File: config.mk
export PLATFORM = sky130hd
export DESIGN_NAME = clkdiv_multi
export DESIGN_NICKNAME = d
export VERILOG_FILES = /design/src/rtl/clkdiv_pkg.sv /design/src/rtl/clkdiv_chan.sv /design/src/rtl/clkdiv_multi.sv
export SDC_FILE = /design/constraint.sdc
export NUM_CORES = 1
export LEC_CHECK = 0
export BUFFER_PORTS_ARGS = -buffer_cell sky130_fd_sc_hd__buf_2
export CAP_MARGIN = 20
export CELL_PAD_IN_SITES_DETAIL_PLACEMENT = 0
export CELL_PAD_IN_SITES_GLOBAL_PLACEMENT = 1
export CORE_MARGIN = 2
export CORE_UTILIZATION = 40
export DETAILED_ROUTE_END_ITERATION = 7
export GPL_ROUTABILITY_DRIVEN = 0
export PLACE_DENSITY = 0.85
export SLEW_MARGIN = 40
export SYNTH_ARGS = -nofsm -noshare
export SYNTH_HDL_FRONTEND = slang
export SYNTH_SLANG_ARGS = --single-unit
File: constraint.sdc
create_clock -name clk -period 1.9 [get_ports clk]
set_clock_uncertainty 0.05 [all_clocks]
set_input_delay 0.38 -clock clk [delete_from_list [all_inputs] [get_ports clk]]
set_output_delay 0.38 -clock clk [all_outputs]
set_load 0.005 [all_outputs]
File: src/rtl/clkdiv_pkg.sv
// Shared constants and helpers for the multi-channel clock-enable generator.
// The runtime divisor handshake is compiled in only when CLKDIV_CFG_EN is defined.
package clkdiv_pkg;

  localparam int unsigned CNT_W_DEF  = 18;
  localparam int unsigned DIV_MAX_W  = 32;
  localparam int unsigned NUM_CH_MAX = 8;

  // Reset divisors for the pixel enable and the 7-segment refresh.
  localparam int unsigned DIV_PIX = 2;
  localparam int unsigned DIV_SEG = 131072;

  typedef logic [DIV_MAX_W-1:0] div_t;

  // Length of the high phase of tick: odd divisors get the extra cycle high.
  function automatic div_t ceil_half(input div_t div);
    return (div >> 1) + div_t'(div[0]);
  endfunction

  // A divisor of 0 behaves as 1.
  function automatic div_t div_sat(input div_t div);
    return (div == '0) ? div_t'(1) : div;
  endfunction

endpackage

File: src/rtl/clkdiv_chan.sv
// One divider channel: counter, registered enable/tick outputs and, when
// CLKDIV_CFG_EN is defined, the active/pending divisor registers.
module clkdiv_chan
  import clkdiv_pkg::*;
#(
  parameter int unsigned      CNT_W   = CNT_W_DEF,
  parameter logic [CNT_W-1:0] DIV_RST = CNT_W'(DIV_PIX)
) (
  input  logic             clk,
  input  logic             clr,
  input  logic             sync_i,
`ifdef CLKDIV_CFG_EN
  input  logic             xfer_i,
  input  logic [CNT_W-1:0] div_i,
  output logic             pend_o,
`endif
  output logic             en_o,
  output logic             tick_o
);

  localparam logic [CNT_W-1:0] DIV_RST_SAT = CNT_W'(div_sat(DIV_MAX_W'(DIV_RST)));

  logic [CNT_W-1:0] cnt_q, cnt_d;
  logic             en_q, en_d;
  logic             tick_q, tick_d;
  logic [CNT_W-1:0] div_cur;
  logic [CNT_W-1:0] div_nxt;
  logic             term_c;

`ifdef CLKDIV_CFG_EN
  logic [CNT_W-1:0] div_act_q, div_act_d;
  logic [CNT_W-1:0] div_pend_q, div_pend_d;
  logic             pend_q, pend_d;

  assign div_cur = div_act_q;
  assign div_nxt = div_act_d;
  assign pend_o  = pend_q;

  // Divisor update: restart applies at once, otherwise only at terminal count.
  always_comb begin
    div_act_d  = div_act_q;
    div_pend_d = div_pend_q;
    pend_d     = pend_q;
    if (sync_i) begin
      if (xfer_i) begin
        div_act_d = div_i;
      end else if (pend_q) begin
        div_act_d = div_pend_q;
      end
      pend_d = 1'b0;
    end else begin
      if (term_c && pend_q) begin
        div_act_d = div_pend_q;
        pend_d    = 1'b0;
      end
      // A transfer landing on terminal count waits for the next one.
      if (xfer_i) begin
        div_pend_d = div_i;
        pend_d     = 1'b1;
      end
    end
  end

  always_ff @(posedge clk or posedge clr) begin
    if (clr) begin
      div_act_q  <= DIV_RST_SAT;
      div_pend_q <= DIV_RST_SAT;
      pend_q     <= 1'b0;
    end else begin
      div_act_q  <= div_act_d;
      div_pend_q <= div_pend_d;
      pend_q     <= pend_d;
    end
  end
`else
  assign div_cur = DIV_RST_SAT;
  assign div_nxt = DIV_RST_SAT;
`endif

  assign term_c = (cnt_q == (div_cur - CNT_W'(1)));

  // Counter and output next state; tick follows the post-edge count and divisor.
  always_comb begin
    cnt_d  = cnt_q + CNT_W'(1);
    en_d   = 1'b0;
    if (sync_i) begin
      cnt_d = '0;
    end else if (term_c) begin
      cnt_d = '0;
      en_d  = 1'b1;
    end
    tick_d = (cnt_d < CNT_W'(ceil_half(DIV_MAX_W'(div_nxt))));
  end

  always_ff @(posedge clk or posedge clr) begin
    if (clr) begin
      cnt_q  <= '0;
      en_q   <= 1'b0;
      tick_q <= 1'b1;
    end else begin
      cnt_q  <= cnt_d;
      en_q   <= en_d;
      tick_q <= tick_d;
    end
  end

  assign en_o   = en_q;
  assign tick_o = tick_q;

endmodule

File: src/rtl/clkdiv_multi.sv
// Multi-channel programmable clock-enable generator (top level).
// Define CLKDIV_CFG_EN to include the runtime divisor valid/ready handshake.
module clkdiv_multi
  import clkdiv_pkg::*;
#(
  parameter int unsigned              NUM_CH   = 2,
  parameter int unsigned              CNT_W    = CNT_W_DEF,
  parameter logic [NUM_CH*CNT_W-1:0]  DIV_INIT = {CNT_W'(DIV_SEG), CNT_W'(DIV_PIX)}
) (
  input  logic                                           clk,
  input  logic                                           clr,
  input  logic                                           sync_i,
  input  logic                                           cfg_valid,
  output logic                                           cfg_ready,
  input  logic [((NUM_CH > 1) ? $clog2(NUM_CH) : 1)-1:0] cfg_ch,
  input  logic [CNT_W-1:0]                               cfg_div,
  output logic [NUM_CH-1:0]                              en_o,
  output logic [NUM_CH-1:0]                              tick_o
);

  localparam int unsigned CH_W = (NUM_CH > 1) ? $clog2(NUM_CH) : 1;
  localparam int unsigned CH_N = 1 << CH_W;

  if (NUM_CH == 0 || NUM_CH > NUM_CH_MAX) begin : g_bad_num_ch
    $error("clkdiv_multi: NUM_CH must be 1..8");
  end
  if (CNT_W == 0 || CNT_W > DIV_MAX_W) begin : g_bad_cnt_w
    $error("clkdiv_multi: CNT_W must be 1..32");
  end

  logic [NUM_CH-1:0] en_w;
  logic [NUM_CH-1:0] tick_w;

`ifdef CLKDIV_CFG_EN
  logic [NUM_CH-1:0] pend_w;
  logic [NUM_CH-1:0] xfer_c;
  logic [CH_N-1:0]   pend_ext;
  logic [CNT_W-1:0]  cfg_div_sat;
  logic              ch_ok_c;

  // Out-of-range channels always look ready so the request is silently dropped.
  assign ch_ok_c     = (32'(cfg_ch) < NUM_CH);
  assign pend_ext    = CH_N'(pend_w);
  assign cfg_ready   = ~ch_ok_c | ~pend_ext[cfg_ch];
  assign cfg_div_sat = CNT_W'(div_sat(DIV_MAX_W'(cfg_div)));
`else
  logic unused_cfg;

  assign cfg_ready  = 1'b0;
  assign unused_cfg = ^{cfg_valid, cfg_ch, cfg_div};
`endif

  for (genvar i = 0; i < NUM_CH; i++) begin : g_ch
`ifdef CLKDIV_CFG_EN
    assign xfer_c[i] = cfg_valid & cfg_ready & (cfg_ch == CH_W'(i));
`endif

    clkdiv_chan #(
      .CNT_W   (CNT_W),
      .DIV_RST (DIV_INIT[i*CNT_W +: CNT_W])
    ) u_chan (
      .clk    (clk),
      .clr    (clr),
      .sync_i (sync_i),
`ifdef CLKDIV_CFG_EN
      .xfer_i (xfer_c[i]),
      .div_i  (cfg_div_sat),
      .pend_o (pend_w[i]),
`endif
      .en_o   (en_w[i]),
      .tick_o (tick_w[i])
    );
  end

  assign en_o   = en_w;
  assign tick_o = tick_w;

endmodule

==> summary.txt <==
Status
  • Status: complete, but fails checks
  • Failing checks: setup timing

Floorplan
  • Chip height: around 76 um
  • Die ar.: roughly 5700 um2
  • Rows: 26
  • Initial core utilization: about two fifths
  • Core area: 5040 um2
  • Die W: 75.8 um
  • I/O pins: 28

Synthesis
  • Post-synth top area cell: dfrtp_1
  • Synth Register Bits: 40
  • Predominant post-synthesis flop cell: dfrtp_1
  • Syn Nets: roughly 230
  • Synth top area share: between 40% and 50%
  • Synth cell count leaders: 42 x nor2_1, 38 x dfrtp_1, 21 x xor2_1
  • Sequential share of the synthesized area: between 40% and 50%
  • Cell variety after synth: 39
  • Post-synth ARST share: 100%
  • Cell Area, Synth: just over 2000 um2
  • Post-synth EDFFs: 0
  • Area contributors post-synth: dfrtp_1 46%, xor2_1 8.9%, nor2_1 7.7%
  • Post-Syn Instances: approximately 210
  • Ys Warns: 0
  • Count leader, synth: nor2_1
  • Syn Area/Cell: between 9 and 10 um2

Cells and area
  • Fin area: between 2000 and 3000 um2
  • Fill count: ~460
  • Antenna diodes: 0
  • Layout cell share with drive strength beyond 1: roughly a third
  • # nets final: about 270
  • Area Growth Syn to Fin: 25.6%

STA
  • Worst hold slack: approximately 0.05 ns
  • Max Freq: around 520 MHz
  • Final worst slack: -0.0416 ns
  • Final Max Tran Viols: 0
  • Tmin final: ~1.9 ns
  • RSZ-0062 raised after global routing: true
  • Final Setup Violations: 2
  • Final Hold Violating Endpoints: 0
  • Post-route clock period utilization: 102%

GRT
  • Initial antenna violation count: 0
  • Vias in the first global route: about 1500
  • Gr usage total: between 10% and 20%
  • First-pass GRT wire length: 6760 um
  • Pin count of the biggest net entering global routing: 24
  • Total global routing overflow: 0

Flow run
  • MaxCap Viol Count: 0

Pwr
  • Pwr/cell area: 709 nW/um2
  • Leakage: about 0.0012 uW
  • Max VDD drop: roughly 0.00037 V

Routing
  • First-pass DRT Iterations: 5
  • Total wire length: between 3000 and 4000 um
  • Vias/cell: roughly 5
  • Wire per inst: 12.8 um
  • DR vias: 1542
  • Drt drc: 0
  • Initial DRC Count: 70
  • Final ANT Viol Nets: 0

Setup path
  • Crit Path Class: reg2reg
  • Setup crit start kind: flop
  • Setup crit end kind: flop
  • Max FO, Critical Path: 3
  • CP arrival: between 2 and 2.5 ns
  • Req. time, crit path: between 2 and 2.5 ns

CTS
  • Sink Count: 40
  • CTS buffer count: 5
  • Clock Latency Late Sink: 0.30 ns
  • Worst-path clk slew: 0.09 ns
  • Clk Tree Root Cell: clkbuf_8
  • Max clock buf depth: 2
  • TritonCTS clock tree: built
  • H-tree Lvls: 2

Place
  • Post-detail-place hpwl: 2710 um
  • Placed inst area: between 2000 and 2500 um2
  • Port-buffer cells: 6

Worst hold path
  • Hold Crit Class: in2async
==> cells by family after synthesis <==
group                    Yosys count  share of synthesized area, %
flip-flops                        40                          48.7
other                              1                         0.182
adder cells (fa/ha/maj)            3                          1.82
AO/OA/AOI/OAI                     11                          4.31
XOR/XNOR                          35                          14.9
buffers and inverters             16                          4.98
AND/OR/NAND/NOR                  100                          25.1
==> power by group <==
group / total, uW / switching [uW] / internal [uW]
Clock: 742 / 313 / 430
Sequential: 888 / 15.7 / 873
Combinational: 202 / 96.8 / 105
==> stage by stage <==
step / std cells / util, % / TNS (ns) / setup WS [ns] / power [uW]
after detailed placement: 294 / 45.1 / -0.0379 / -0.0379 / 1040
after floorplan: 206 / - / 0 / 0.0361 / 991
after global placement: 294 / 45.1 / -0.0537 / -0.0537 / 1040
after global routing: 311 / 51.3 / -1.43 / -0.119 / 1910
after CTS: 305 / 49.1 / -0.0480 / -0.0458 / 1820
final: 311 / 51.3 / -0.0431 / -0.0416 / 1830
==> worst max-delay path, stage by stage (launching register included) <==
cell and delay (ns):
dfrtp_1 0.44, buf_6 0.14, buf_6 0.11, ha_4 0.26, nand3_2 0.05, or3_4 0.38
nor4_4 0.25, a41o_1 0.19
==> metal layers <==
layer	wire, um	up-vias	global-route usage [%]	part of all wire (%)
li1	-	770	-	-
met1	1850	743	19.7	46
met2	1970	20	25.6	50
met3	97	9	3.44	2.4
met4	61	0	6.43	1.5
met5	0	-	0	0
==> cell type report <==
| class | count | area [um2] | area share (%) |
|---|---|---|---|
| Tap cell | 70 | 87.6 | 3.39 |
| Sequential cell | 40 | 1010 | 38.9 |
| Multi-Input combinational cell | 150 | 1070 | 41.6 |
| Clock buffer | 6 | 82.6 | 3.19 |
| Timing Repair Buffer | 38 | 278 | 10.7 |
| Clock inverter | 2 | 38.8 | 1.50 |
| Inverter | 5 | 18.8 | 0.726 |
==> flip-flops by register name, summed over array words and instances, names as in the netlist <==
signal / count
g_ch.u_chan.cnt_q: 36
g_ch.u_chan.en_o: 2
g_ch.u_chan.tick_o: 2
==> layout by cell type, fill, tap and decap left out, types with 2 or more instances in the layout <==
cell       n
xnor2_2    2
and4_1     3
nor2_2     4
nand4_1    8
and4_2     2
xor2_1    20
nand2_1   11
o31ai_2    2
xnor2_1   12
and3_1     4
nor2_1    38
and4_4     3
nand3_2    2
dfrtp_2    2
buf_2      6
clkbuf_8   6
buf_4     30
dfstp_2    2
buf_6      2
inv_1      4
nor4_1     3
ha_4       2
o21ai_0    2
dfrtp_1   36
nand3_1   11
==> path summary, 6_finish.rpt <==
kind / startpoint / to / slack, ns / cells after the start
max in group asynchronous: clr / g_ch[0].u_chan.tick_o$_DFF_PP1_ / 1.42 / 3
worst min-delay path: clr / g_ch[1].u_chan.cnt_q[0]$_DFF_PP0_ / 0.05 / 3
worst max register to register: g_ch[0].u_chan.cnt_q[0]$_DFF_PP0_ / g_ch[0].u_chan.tick_o$_DFF_PP1_ / -0.04 / 7
min in group clk: sync_i / g_ch[0].u_chan.cnt_q[3]$_DFF_PP0_ / 0.24 / 2
worst min register to register: g_ch[0].u_chan.cnt_q[17]$_DFF_PP0_ / g_ch[0].u_chan.en_o$_DFF_PP0_ / 0.45 / 1
worst max-delay path: g_ch[0].u_chan.cnt_q[0]$_DFF_PP0_ / g_ch[0].u_chan.tick_o$_DFF_PP1_ / -0.04 / 7
==> repair_timing <==
item	in CTS	in global routing
pin swaps	10	16
gates cloned	0	0
buffers inserted	3	6
hold buffers	0	0
hold endpoints to repair	0	0
gates resized for setup	8	17
setup endpoints to repair	1	19
(Power assumes the default switching activity.)
